## src/rtl/filter_acq_ctrl.sv

```systemverilog
// filter_acq_ctrl
//
// Acquisition controller for one averaging-filter instance. An accepted arm
// clears the filter and waits for a trigger. The filter is then enabled
// until the programmed number of window results has been captured, or until
// the filter stays silent for too long. Each result is buffered in a small
// FIFO and streamed out on a valid/ready port.
//
// Ports:
//   clock_in     system clock, rising edge
//   reset        synchronous, active-low
//   arm          start an acquisition (IDLE only)
//   trig         trigger (WAIT_TRIG only)
//   abort        cancel from any non-IDLE state, outranks every other input
//   win_count    windows to collect; 0 acts as 1, values above NWIN act as NWIN
//   filt_en      filter enable (RUN only)
//   filt_clr     filter clear (every state except RUN)
//   filt_data    filter window result
//   filt_strobe  one-cycle pulse: filt_data carries a new result
//   res_data     FIFO head
//   res_valid    res_data holds a buffered result
//   res_ready    consumer accepts res_data
//   busy         high in every state except IDLE
//   done         one-cycle pulse when an acquisition completes without abort
//   timeout_err  sticky RUN-timeout flag, cleared by the next accepted arm
//   state_dbg    current FSM state, for observation only
//
// Handshake: a result transfers in every cycle where res_valid and res_ready
// are both high; res_data and res_valid do not depend on res_ready, and
// res_data holds steady while res_valid is high and res_ready is low.

module filter_acq_ctrl #(
  parameter int DW          = 28,
  parameter int NWIN        = 8,
  parameter int TIMEOUT_CYC = 65536
) (
  input  logic          clock_in,
  input  logic          reset,
  input  logic          arm,
  input  logic          trig,
  input  logic          abort,
  input  logic [3:0]    win_count,
  output logic          filt_en,
  output logic          filt_clr,
  input  logic [DW-1:0] filt_data,
  input  logic          filt_strobe,
  output logic [DW-1:0] res_data,
  output logic          res_valid,
  input  logic          res_ready,
  output logic          busy,
  output logic          done,
  output logic          timeout_err,
  output logic [2:0]    state_dbg
);

  localparam int AW = (NWIN > 1) ? $clog2(NWIN) : 1;
  localparam int CW = $clog2(NWIN + 1);
  localparam int TW = (TIMEOUT_CYC > 1) ? $clog2(TIMEOUT_CYC) : 1;

  typedef enum logic [2:0] {
    S_IDLE      = 3'd0,
    S_CLEAR     = 3'd1,
    S_WAIT_TRIG = 3'd2,
    S_RUN       = 3'd3,
    S_DRAIN     = 3'd4,
    S_DONE      = 3'd5
  } state_t;

  state_t          state_q, state_d;
  logic [CW-1:0]   wtarget_q, wcnt_q, fifo_cnt_q;
  logic [CW-1:0]   wclamp;
  logic [TW-1:0]   tcnt_q;
  logic [AW-1:0]   wr_ptr_q, rd_ptr_q;
  logic [DW-1:0]   mem_q [NWIN];
  logic            timeout_q;

  logic            abort_eff, push, pop, last_strobe, tmo_hit, flush, drained;

  function automatic logic [AW-1:0] ptr_inc(input logic [AW-1:0] p);
    return (int'(p) == NWIN - 1) ? '0 : p + AW'(1);
  endfunction

  always_comb begin
    wclamp = CW'(win_count);
    if (win_count == 4'd0)
      wclamp = CW'(1);
    else if (int'(win_count) > NWIN)
      wclamp = CW'(NWIN);
  end

  assign abort_eff   = abort && (state_q != S_IDLE);
  // Strobes only count while the filter is enabled.
  assign push        = (state_q == S_RUN) && filt_strobe && !abort;
  assign pop         = res_valid && res_ready;
  assign last_strobe = push && ((wcnt_q + CW'(1)) == wtarget_q);
  // The timeout counter holds the number of earlier strobe-free RUN cycles,
  // so this fires on the TIMEOUT_CYC-th consecutive silent cycle.
  assign tmo_hit     = (state_q == S_RUN) && !filt_strobe &&
                       (tcnt_q == TW'(TIMEOUT_CYC - 1));
  assign flush       = (state_q == S_CLEAR) || abort_eff;
  // Leave DRAIN in the cycle the last result is taken, not one later.
  assign drained     = (fifo_cnt_q == '0) || ((fifo_cnt_q == CW'(1)) && pop);

  always_comb begin
    state_d = state_q;
    if (abort_eff) begin
      state_d = S_IDLE;
    end else begin
      case (state_q)
        S_IDLE:      if (arm) state_d = S_CLEAR;
        S_CLEAR:     state_d = S_WAIT_TRIG;
        S_WAIT_TRIG: if (trig) state_d = S_RUN;
        S_RUN:       if (last_strobe || tmo_hit) state_d = S_DRAIN;
        S_DRAIN:     if (drained) state_d = S_DONE;
        S_DONE:      state_d = S_IDLE;
        default:     state_d = S_IDLE;
      endcase
    end
  end

  always_ff @(posedge clock_in) begin
    if (!reset) begin
      state_q    <= S_IDLE;
      wtarget_q  <= CW'(1);
      wcnt_q     <= '0;
      tcnt_q     <= '0;
      timeout_q  <= 1'b0;
      wr_ptr_q   <= '0;
      rd_ptr_q   <= '0;
      fifo_cnt_q <= '0;
      for (int i = 0; i < NWIN; i++) mem_q[i] <= '0;
    end else begin
      state_q <= state_d;

      if ((state_q == S_IDLE) && arm) begin
        wtarget_q <= wclamp;
        timeout_q <= 1'b0;
      end else if (tmo_hit && !abort) begin
        timeout_q <= 1'b1;
      end

      if (state_q == S_CLEAR) begin
        wcnt_q <= '0;
        tcnt_q <= '0;
      end else if (state_q == S_RUN) begin
        if (push) begin
          wcnt_q <= wcnt_q + CW'(1);
          tcnt_q <= '0;
        end else if (!tmo_hit) begin
          tcnt_q <= tcnt_q + TW'(1);
        end
      end

      if (flush) begin
        wr_ptr_q   <= '0;
        rd_ptr_q   <= '0;
        fifo_cnt_q <= '0;
      end else begin
        if (push) begin
          mem_q[wr_ptr_q] <= filt_data;
          wr_ptr_q        <= ptr_inc(wr_ptr_q);
        end
        if (pop) rd_ptr_q <= ptr_inc(rd_ptr_q);
        fifo_cnt_q <= fifo_cnt_q + CW'(push) - CW'(pop);
      end
    end
  end

  assign filt_en     = (state_q == S_RUN);
  assign filt_clr    = (state_q != S_RUN);
  assign busy        = (state_q != S_IDLE);
  // An abort in the DONE cycle suppresses the completion pulse.
  assign done        = (state_q == S_DONE) && !abort;
  assign res_valid   = (fifo_cnt_q != '0);
  assign res_data    = mem_q[rd_ptr_q];
  assign timeout_err = timeout_q;
  assign state_dbg   = state_q;

endmodule

```

## config.mk

```make
export PLATFORM = sky130hd
export DESIGN_NAME = filter_acq_ctrl
export DESIGN_NICKNAME = d
export VERILOG_FILES = /design/src/rtl/filter_acq_ctrl.sv
export SDC_FILE = /design/constraint.sdc
export NUM_CORES = 1
export LEC_CHECK = 0
export ABC_AREA = 1
export BUFFER_PORTS_ARGS = -buffer_cell sky130_fd_sc_hd__buf_2
export CORE_AREA = 2 2 222 224
export DETAILED_ROUTE_END_ITERATION = 10
export DIE_AREA = 0 0 224 226
export GPL_TIMING_DRIVEN = 1
export SKIP_CTS_REPAIR_TIMING = 1
export SYNTH_ARGS = -nofsm -noshare
export SYNTH_HDL_FRONTEND = slang
export SYNTH_SLANG_ARGS = --single-unit
```

## constraint.sdc

```tcl
create_clock -name clock_in -period 2.89 [get_ports clock_in]
set_clock_uncertainty 0.2 [all_clocks]
set_input_delay 0.578 -clock clock_in [delete_from_list [all_inputs] [get_ports clock_in]]
set_output_delay 0.578 -clock clock_in [all_outputs]
set_load 0.1 [all_outputs]
```

=== After elaboration in Yosys (flattened, before gate mapping) ===
Memory sizes are Yosys's and may differ from the RTL's. A register that Yosys moved wholly into a read port is not among the register bits.
Cells that the tools add are included.

* Bits in writable memories: 224
* Input bits: 39
* Bits in registers: 38
* Memories kept: 1
* Output and inout port bits: 37

{| class="wikitable"
|+ Memories
! memory !! depth !! bits a word !! read ports !! clocked after Yosys merged registers in !! write ports !! line !! text
|-
| mem_q || 8 || 28 || 1 || 1 || 8 || 74 || <nowiki>logic [DW-1:0] mem_q [NWIN];</nowiki>
|}

* $lt $le $gt $ge: 1
* Bitwise logic cells: 1
* Add/sub/neg operators: 6
* Equal/unequal tests: 16
* Reduce and logical (&&, ||, !) cells: 29
* Mux-type cells: 21

{| class="wikitable"
|+ Operator list
! cell !! count
|-
| 2-to-1 mux 16 bit || 2
|-
| 2-to-1 mux 28 bit || 1
|-
| OR reduction 28 bit || 1
|-
| 2-to-1 mux 3 bit || 9
|-
| adder 16 x 1 -> 16 bit (second input constant) || 1
|-
| == test 16 bit (second input constant) || 1
|-
| case mux 3 bit (5 select lines) || 1
|-
| logical AND 1 bit || 11
|-
| == test 3 x 1 -> 1 bit (second input constant) || 3
|-
| logical NOT 4 bit || 2
|-
| 2-to-1 mux 4 bit || 2
|-
| != test 2 bit (second input constant) || 4
|-
| OR reduction 2 bit || 4
|-
| adder 3 x 1 -> 3 bit (second input constant) || 2
|-
| == test 3 x 2 -> 1 bit (second input constant) || 2
|-
| == test 3 bit (second input constant) || 2
|-
| 2-to-1 mux 1 bit || 6
|-
| adder 4 x 1 -> 4 bit || 1
|-
| adder 4 x 1 -> 4 bit (second input constant) || 1
|-
| == test 4 x 1 -> 1 bit (second input constant) || 1
|-
| == test 4 bit || 1
|-
| > comparator 4 bit (second input constant) || 1
|-
| AND reduction 2 bit || 2
|-
| AND reduction 4 bit || 1
|-
| other kinds (9) || 12
|}

=== Longest topological paths before layout ===
Gate-level depths: netlist of run 1.

* Word-level depth: 9
* Mapped depth: 12
* Gate-level depth less buffers: 12

=== Least setup slack after synthesis of run 1 ===
Ideal clock, no wire load.

* Path kind: reg-to-output
* Start point: reg state_q[2] (netlist: state_dbg[2])
* End point: out done
* Path buffers: 0
* Arrival: 4.075 ns
* Slack: -1.963 ns
* Data required time: 2.112 ns
* Stages on the path, launching flop included: 3
* Path through: dfxtp_1 -> inv_2 -> nor4_1

* Longest elaborated chain between the ends: 2

{| class="wikitable"
|+ Ends and longest elaborated chain
! what !! line !! text
|-
| start, declared || 69 || <nowiki>state_t state_q, state_d;</nowiki>
|-
| start signal, assigned || 133 || <nowiki>state_q <= state_d;</nowiki>
|-
| == test 3 bit || 173 || <nowiki>assign done = (state_q == S_DONE) && !abort;</nowiki>
|-
| logical AND 1 bit || 173 ||
|-
| end, declared || 51 || <nowiki>output logic done,</nowiki>
|}

No other way between the ends.

==> results of run 1 <==
-- logic make-up after synthesis --
family                     share of synthesized area, %
and+or+nand+nor                                    20.4
xor gates and xnor gates                          0.147
AOI/OAI and AO/OA                                  9.75
buffers and inverters                              5.25
DFF                                                63.1
adders and majority gates                          1.32
-- Yosys cell counts, types with 10 or more instances --
library cell,count
a21oi_1,23
a31oi_1,30
buf_2,10
clkbuf_1,48
dfxtp_1,41
edfxtp_1,224
ha_1,11
inv_1,78
nand2_1,90
nand3_1,28
nor2_1,462
nor2_2,12
o21ai_0,125
o22ai_1,28
-- registers in the layout, summed over array words and instances (netlist names), named ones only --
register     count
wr_ptr_q         3
mem_q          224
wcnt_q           4
tcnt_q          16
wtarget_q        4
timeout_err      1
fifo_cnt_q       4
rd_ptr_q         3
state_dbg        3
-- area by class of cell --
type	count	area, sq um	share of cell area, %
clock buffer	41	759	4.88
clock inverter	7	53.8	0.346
inverter	81	335	2.15
multi-input combinational	843	4340	27.9
sequential	265	7570	48.6
tap	622	778	5.00
timing repair buffer	131	1730	11.1
-- power by group through the flow --
stage | Sequential [mW] | Clock [mW] | Combinational (mW)
6_report | 4.41 | 3.29 | 4.37
2_1_floorplan | 4.54 | 0 | 2.55
4_1_cts | 4.40 | 3.36 | 3.84
5_1_grt | 4.42 | 3.50 | 4.61
3_5_place_dp | 4.48 | 0 | 3.83
3_3_place_gp | 4.47 | 0 | 3.81
-- critical path: stages (launching register included) --
cell and delay, ps:
dfxtp_4 390, buf_12 150, clkinv_16 80, clkbuf_16 210, o21ai_0 370, a31oi_4 140
buf_12 190
-- how the worst min path moves through the flow --
stage                   endpoint  slack (ps)  depth (start not counted)
finish              wtarget_q[2]          80                          3
global route        wtarget_q[0]          90                          3
CTS                 wtarget_q[1]          50                          3
detailed placement   timeout_err         250                          2
global placement     timeout_err         240                          2
floorplan             tcnt_q[12]         250                          2
-- routing by layer --
metal / share of wire, % / vias to the layer above / global-route usage [%]
li1: - / 4423 / -
met1: 43 / 4501 / 16.2
met2: 49 / 331 / 21.4
met3: 6.2 / 50 / 2.07
met4: 2.3 / 2 / 2.58
met5: 0.041 / - / 0
-- metrics by stage --
stage / instances / setup slack (ps) / util, % / area (sq um)
2_1_floorplan: 1261 / -72.9 / - / 12400
5_1_grt: 1990 / -71.9 / 32.2 / 15600
6_report: 1990 / 12.2 / 32.2 / 15600
4_1_cts: 1964 / -140 / 30.7 / 14800
3_3_place_gp: 1916 / 234 / 29.0 / 14000
3_5_place_dp: 1916 / 233 / 29.0 / 14000
-- layout by cell type, fill, tap and decap left out, types with 11 or more instances in the layout --
cell / Yosys / final
a21oi_1: 23 / 23
a31oi_4: 0 / 23
buf_12: 0 / 47
buf_2: 10 / 47
buf_4: 7 / 17
clkbuf_1: 48 / 12
clkbuf_16: 0 / 40
dfxtp_1: 41 / 36
edfxtp_1: 224 / 224
ha_1: 11 / 11
inv_1: 78 / 75
nand2_1: 90 / 82
nand3_1: 28 / 28
nor2_1: 462 / 440
nor2_2: 12 / 31
o21ai_0: 125 / 70
o21ai_1: 0 / 47
o22ai_1: 28 / 22
==> run_results.csv, run 1 <==
group,metric,value,unit
power,pwr-share-comb,36.2,%
global_routing,track_usage,12.3,%
clock_tree,clk_root_buffer_cell,"clkbuf_16",
setup_path,worstPathRequired,2110,ps
layout,synth_to_final_area_change,30.1,%
global_routing,global_route_total_overflow,0,
global_routing,antenna_found_initial,1,
power,seq_power_share,36.5,%
route,drc,0,
synth,synth_cell_type_count,37,
global_routing,grt_start_max_net_pins,79,
synth,ys_warn_count,0,
clock_tree,cts_clock_pin_slew_for_the_worst_setup_and_hold_paths,60,ps
timing,tightest_slew,832,ps
floorplan,die_area,50600,sq um
floorplan,initial_core_util,24.7,%
layout,num_antenna_cells,0,
setup_path,r2r-end,"state_dbg[2]",
placement,hpwl,18.2,mm
route,routed_wire_length_per_instance,17.3,um
synth,synth_edf_count,224,
global_routing,grt_pass1_vias,8987,
clock_tree,insertion_delay,550,ps
floorplan,rows,81,
route,drt-total-wl,34.4,mm
synth,netlist_top_cells_area,"edfxtp_1 56%, nor2_1 15%, dfxtp_1 6.9%, o21ai_0 5.2%, nand2_1 2.8%",
synth,synth_register_bits,265,
synth,dominantRegCellSynth,"edfxtp_1",
synth,synth_async_sr_flop_share,0,%
power,leakagePower,5.91,nW
timing,final_hold_viol_count,0,
route,drtAntennaViolNets,0,
floorplan,pin_count,76,
setup_path,setup.worst_path.class,"reg2out",
setup_path,cp_data_arrival_time,2100,ps
timing,achievable_frequency,347,MHz
clock_tree,cts-htree-levels,1,
synth,post-synth-top-area-cell,"edfxtp_1",
synth,netlist_area,12000,sq um
setup_path,launch_point_of_the_worst_reg_to_reg_path,"tcnt_q[0]",
power,cell_internal_pwr,7.65,mW
timing,post-route-min-period,2880,ps
layout,finalNetCount,1401,
setup_path,worst_r2r_path_depth,9,
floorplan,chipHeight,226,um
setup_path,worst_setup_path_endpoint,"res_data[19]",
synth,netlist.area_leader.share,56.3,%
placement,routabilityCongestion,0.756,
timing,finalSetupTns,0,ps
floorplan,die_w,224,um
min_path,timing.hold.worst.start,"win_count[2]",
power,clk_pwr_share,27.3,%
setup_path,critPathMaxFanout,39,
synth,synth.net_count,1312,
synth,synth.avg_cell_area,9.48,sq um
setup_path,cp-end-kind,"output port",
synth,postSynthCellCount,1261,
synth,synth_seq_area_share,63.1,%
layout,share_of_layout_cells_above_drive_strength_1,19.4,%
global_routing,wire_length_of_the_first_global_routing_pass,49.3,mm
power,switching_part_of_the_total_power,36.6,%
power,netSwitchingPower,4.42,mW
timing,final.period_utilization,99.6,%
floorplan,core-area,48300,sq um
layout,fillCellCount,4855,
timing,timing.hold.ws,78.8,ps
min_path,path_type_of_the_worst_min_delay_path,"in2reg",
timing,slew_viol_final,0,
setup_path,r2r_setup_slack,320,ps
clock_tree,cts_buffers,28,
setup_path,type_of_origin_of_the_critical_path,"flip-flop",
placement,portBuffers,75,
clock_tree,clock_sink_count,265,
route,drt-vias-per-instance,4.68,
clock_tree,tritoncts,"yes",
route,initialDrtViolationCount,788,
power,power_per_cell_area,776,nW/um^2
route,dr.pass1.iters,6,
timing,maxSlewHeadroom,44.3,%
timing,grt_setup_unrepaired,"yes",
job,maxCapViolations,0,
power,total_power,12.1,mW
clock_tree,clk_path_buf_depth,3,
power,peakVddDrop,0.736,mV
status,run_status,"complete, no violations",
route,num_vias,9307,
timing,setup_viol,0,
Power figures use the tool's default switching activity.
==> inputs of run 2 (changes only) <==
Settings changed: BUFFER_PORTS_ARGS -buffer_cell sky130_fd_sc_hd__buf_2 to -buffer_cell sky130_fd_sc_hd__buf_4.
==> run_results.csv, run 2 (same netlist as run 1, synthesis figures left out) <==
group,metric,value,unit
clock_tree,tritoncts,"yes",
setup_path,crit_slowest_cell,"dfxtp_4",
route,dr.pass1.iters,5,
floorplan,rows,81,
power,seq_power_share,36.9,%
layout,num_antenna_cells,0,
layout,most_common_library_cell_in_the_layout_ignoring_fill_and_taps,"nor2_1",
global_routing,grt_start_max_net_pins,77,
layout,top_register_by_number_of_flip_flops,"mem_q",
route,initialDrtViolationCount,758,
placement,hpwl,18.6,mm
route,drt-total-wl,33.5,mm
power,netSwitchingPower,4.35,mW
clock_tree,cts_buffers,29,
global_routing,grt_pass1_vias,8901,
global_routing,wire_length_of_the_first_global_routing_pass,49.9,mm
layout,fillCellCount,4892,
clock_tree,cts-htree-levels,1,
global_routing,global_route_total_overflow,0,
power,leakagePower,5.76,nW
timing,final.period_utilization,99.9,%
setup_path,critPathMaxFanout,34,
timing,maxSlewHeadroom,44.8,%
layout,final_core_utilization,31.4,%
min_path,path_type_of_the_worst_min_delay_path,"in2reg",
layout,top_regs,"mem_q x224, tcnt_q x16",
timing,post-route-min-period,2890,ps
floorplan,die_w,224,um
placement,portBuffers,75,
setup_path,path_cells,"inv_4, buf_12, nor2_1, o22ai_1, nor2_1, a31oi_4, buf_12",
route,num_vias,9101,
setup_path,worstPathRequired,2110,ps
job,maxCapViolations,0,
setup_path,setup.worst_path.class,"reg2out",
timing,timing.hold.ws,64.2,ps
layout,layout_common_cells,"460 x nor2_1, 224 x edfxtp_1, 114 x o21ai_0",
power,pwr-share-comb,34.0,%
setup_path,cp_data_arrival_time,2110,ps
power,clk_pwr_share,29.1,%
floorplan,core-area,48300,sq um
timing,achievable_frequency,346,MHz
power,switching_part_of_the_total_power,36.4,%
timing,slew_viol_final,0,
power,cell_internal_pwr,7.59,mW
clock_tree,cts_clock_pin_slew_for_the_worst_setup_and_hold_paths,60,ps
power,power_per_cell_area,787,nW/um^2
route,routed_wire_length_per_instance,16.9,um
global_routing,track_usage,12.7,%
placement,routabilityCongestion,0.777,
floorplan,chipHeight,226,um
layout,largest_register_ff_count,224,
route,drtAntennaViolNets,0,
setup_path,cp-end-kind,"output port",
timing,tightest_slew,825,ps
floorplan,die_area,50600,sq um
layout,finalNetCount,1387,
clock_tree,insertion_delay,560,ps
clock_tree,clock_sink_count,265,
floorplan,pin_count,76,
timing,grt_setup_unrepaired,"yes",
clock_tree,clk_root_buffer_cell,"clkbuf_16",
setup_path,type_of_origin_of_the_critical_path,"flip-flop",
layout,synth_to_final_area_change,27.0,%
clock_tree,clk_path_buf_depth,3,
route,drc,0,
floorplan,initial_core_util,24.7,%
global_routing,antenna_found_initial,0,
route,drt-vias-per-instance,4.60,
timing,final_hold_viol_count,0,
status,run_status,"complete, no violations",
layout,share_of_layout_cells_above_drive_strength_1,16.3,%
power,peakVddDrop,0.651,mV
setup_path,cpPeakStageDelay,380,ps
timing,setup_viol,0,
==> run 2: cell count changes in the layout (fill, tap and decap cells not counted), moves of 4 or more <==
cell / before / now
buf_12: 47 / 35
buf_2: 47 / 0
buf_4: 17 / 64
clkbuf_16: 40 / 34
clkinv_2: 2 / 6
nor2_1: 440 / 460
nor2_2: 31 / 14
o21ai_0: 70 / 114
o21ai_1: 47 / 11
o21ai_2: 9 / 1
o22ai_1: 22 / 28
o22ai_2: 6 / 0
==> run 2: power by group through the flow <==
stage               Combinational [mW]  Sequential [mW]  Clock, mW
floorplan                         2.55             4.54          0
global placement                  3.45             4.47          0
detailed placement                3.47             4.48          0
CTS                               3.48             4.40       3.55
global route                      4.30             4.43       3.70
finish                            4.06             4.41       3.48
==> run 2: metrics by stage <==
step | area [sq um] | cells | TNS [ps] | setup WS, ps | power [mW]
finish | 15200 | 1979 | 0 | 2.91 | 11.9
detailed placement | 13800 | 1918 | 0 | 254 | 7.95
CTS | 14700 | 1970 | -3240 | -190 | 11.4
global route | 15200 | 1979 | -878 | -87.5 | 12.4
floorplan | 12400 | 1261 | -364 | -72.9 | 7.09
global placement | 13800 | 1918 | 0 | 216 | 7.92
==> run 2: area by class of cell <==
class,instances,area (sq um),area share (%)
tap,622,778,5.13
multi-input combinational,843,4200,27.6
clock inverter,14,106,0.701
sequential,265,7560,49.8
inverter,81,308,2.03
timing repair buffer,116,1470,9.68
clock buffer,38,759,5.00
==> run 2: final timing paths <==
path	slack, ps	endpoint	start	depth (start not counted)
worst max-delay path	3	res_data[24]	flip-flop	7
worst min-delay path	60	wtarget_q[1]	win_count[1]	3
worst max register to register	380	state_dbg[2]	tcnt_q[0]	9
worst min register to register	260	timeout_err	timeout_err	2
==> run 2: critical path: cells and delay by family (launching register included) <==
kind | cells | cell delay, ps
buffers and inverters | 3 | 570
AOI/OAI and AO/OA | 2 | 420
DFF | 1 | 380
and+or+nand+nor | 2 | 160
==> run 2: per-layer routing <==
layer / track usage [%] / share of wire, % / wire, um / up-vias
met5: 0 / 0 / 0 / -
met4: 2.86 / 1.8 / 595 / 0
met3: 2.02 / 5.2 / 1750 / 41
met2: 21.8 / 48 / 16200 / 252
met1: 16.8 / 45 / 14900 / 4414
li1: - / - / - / 4394
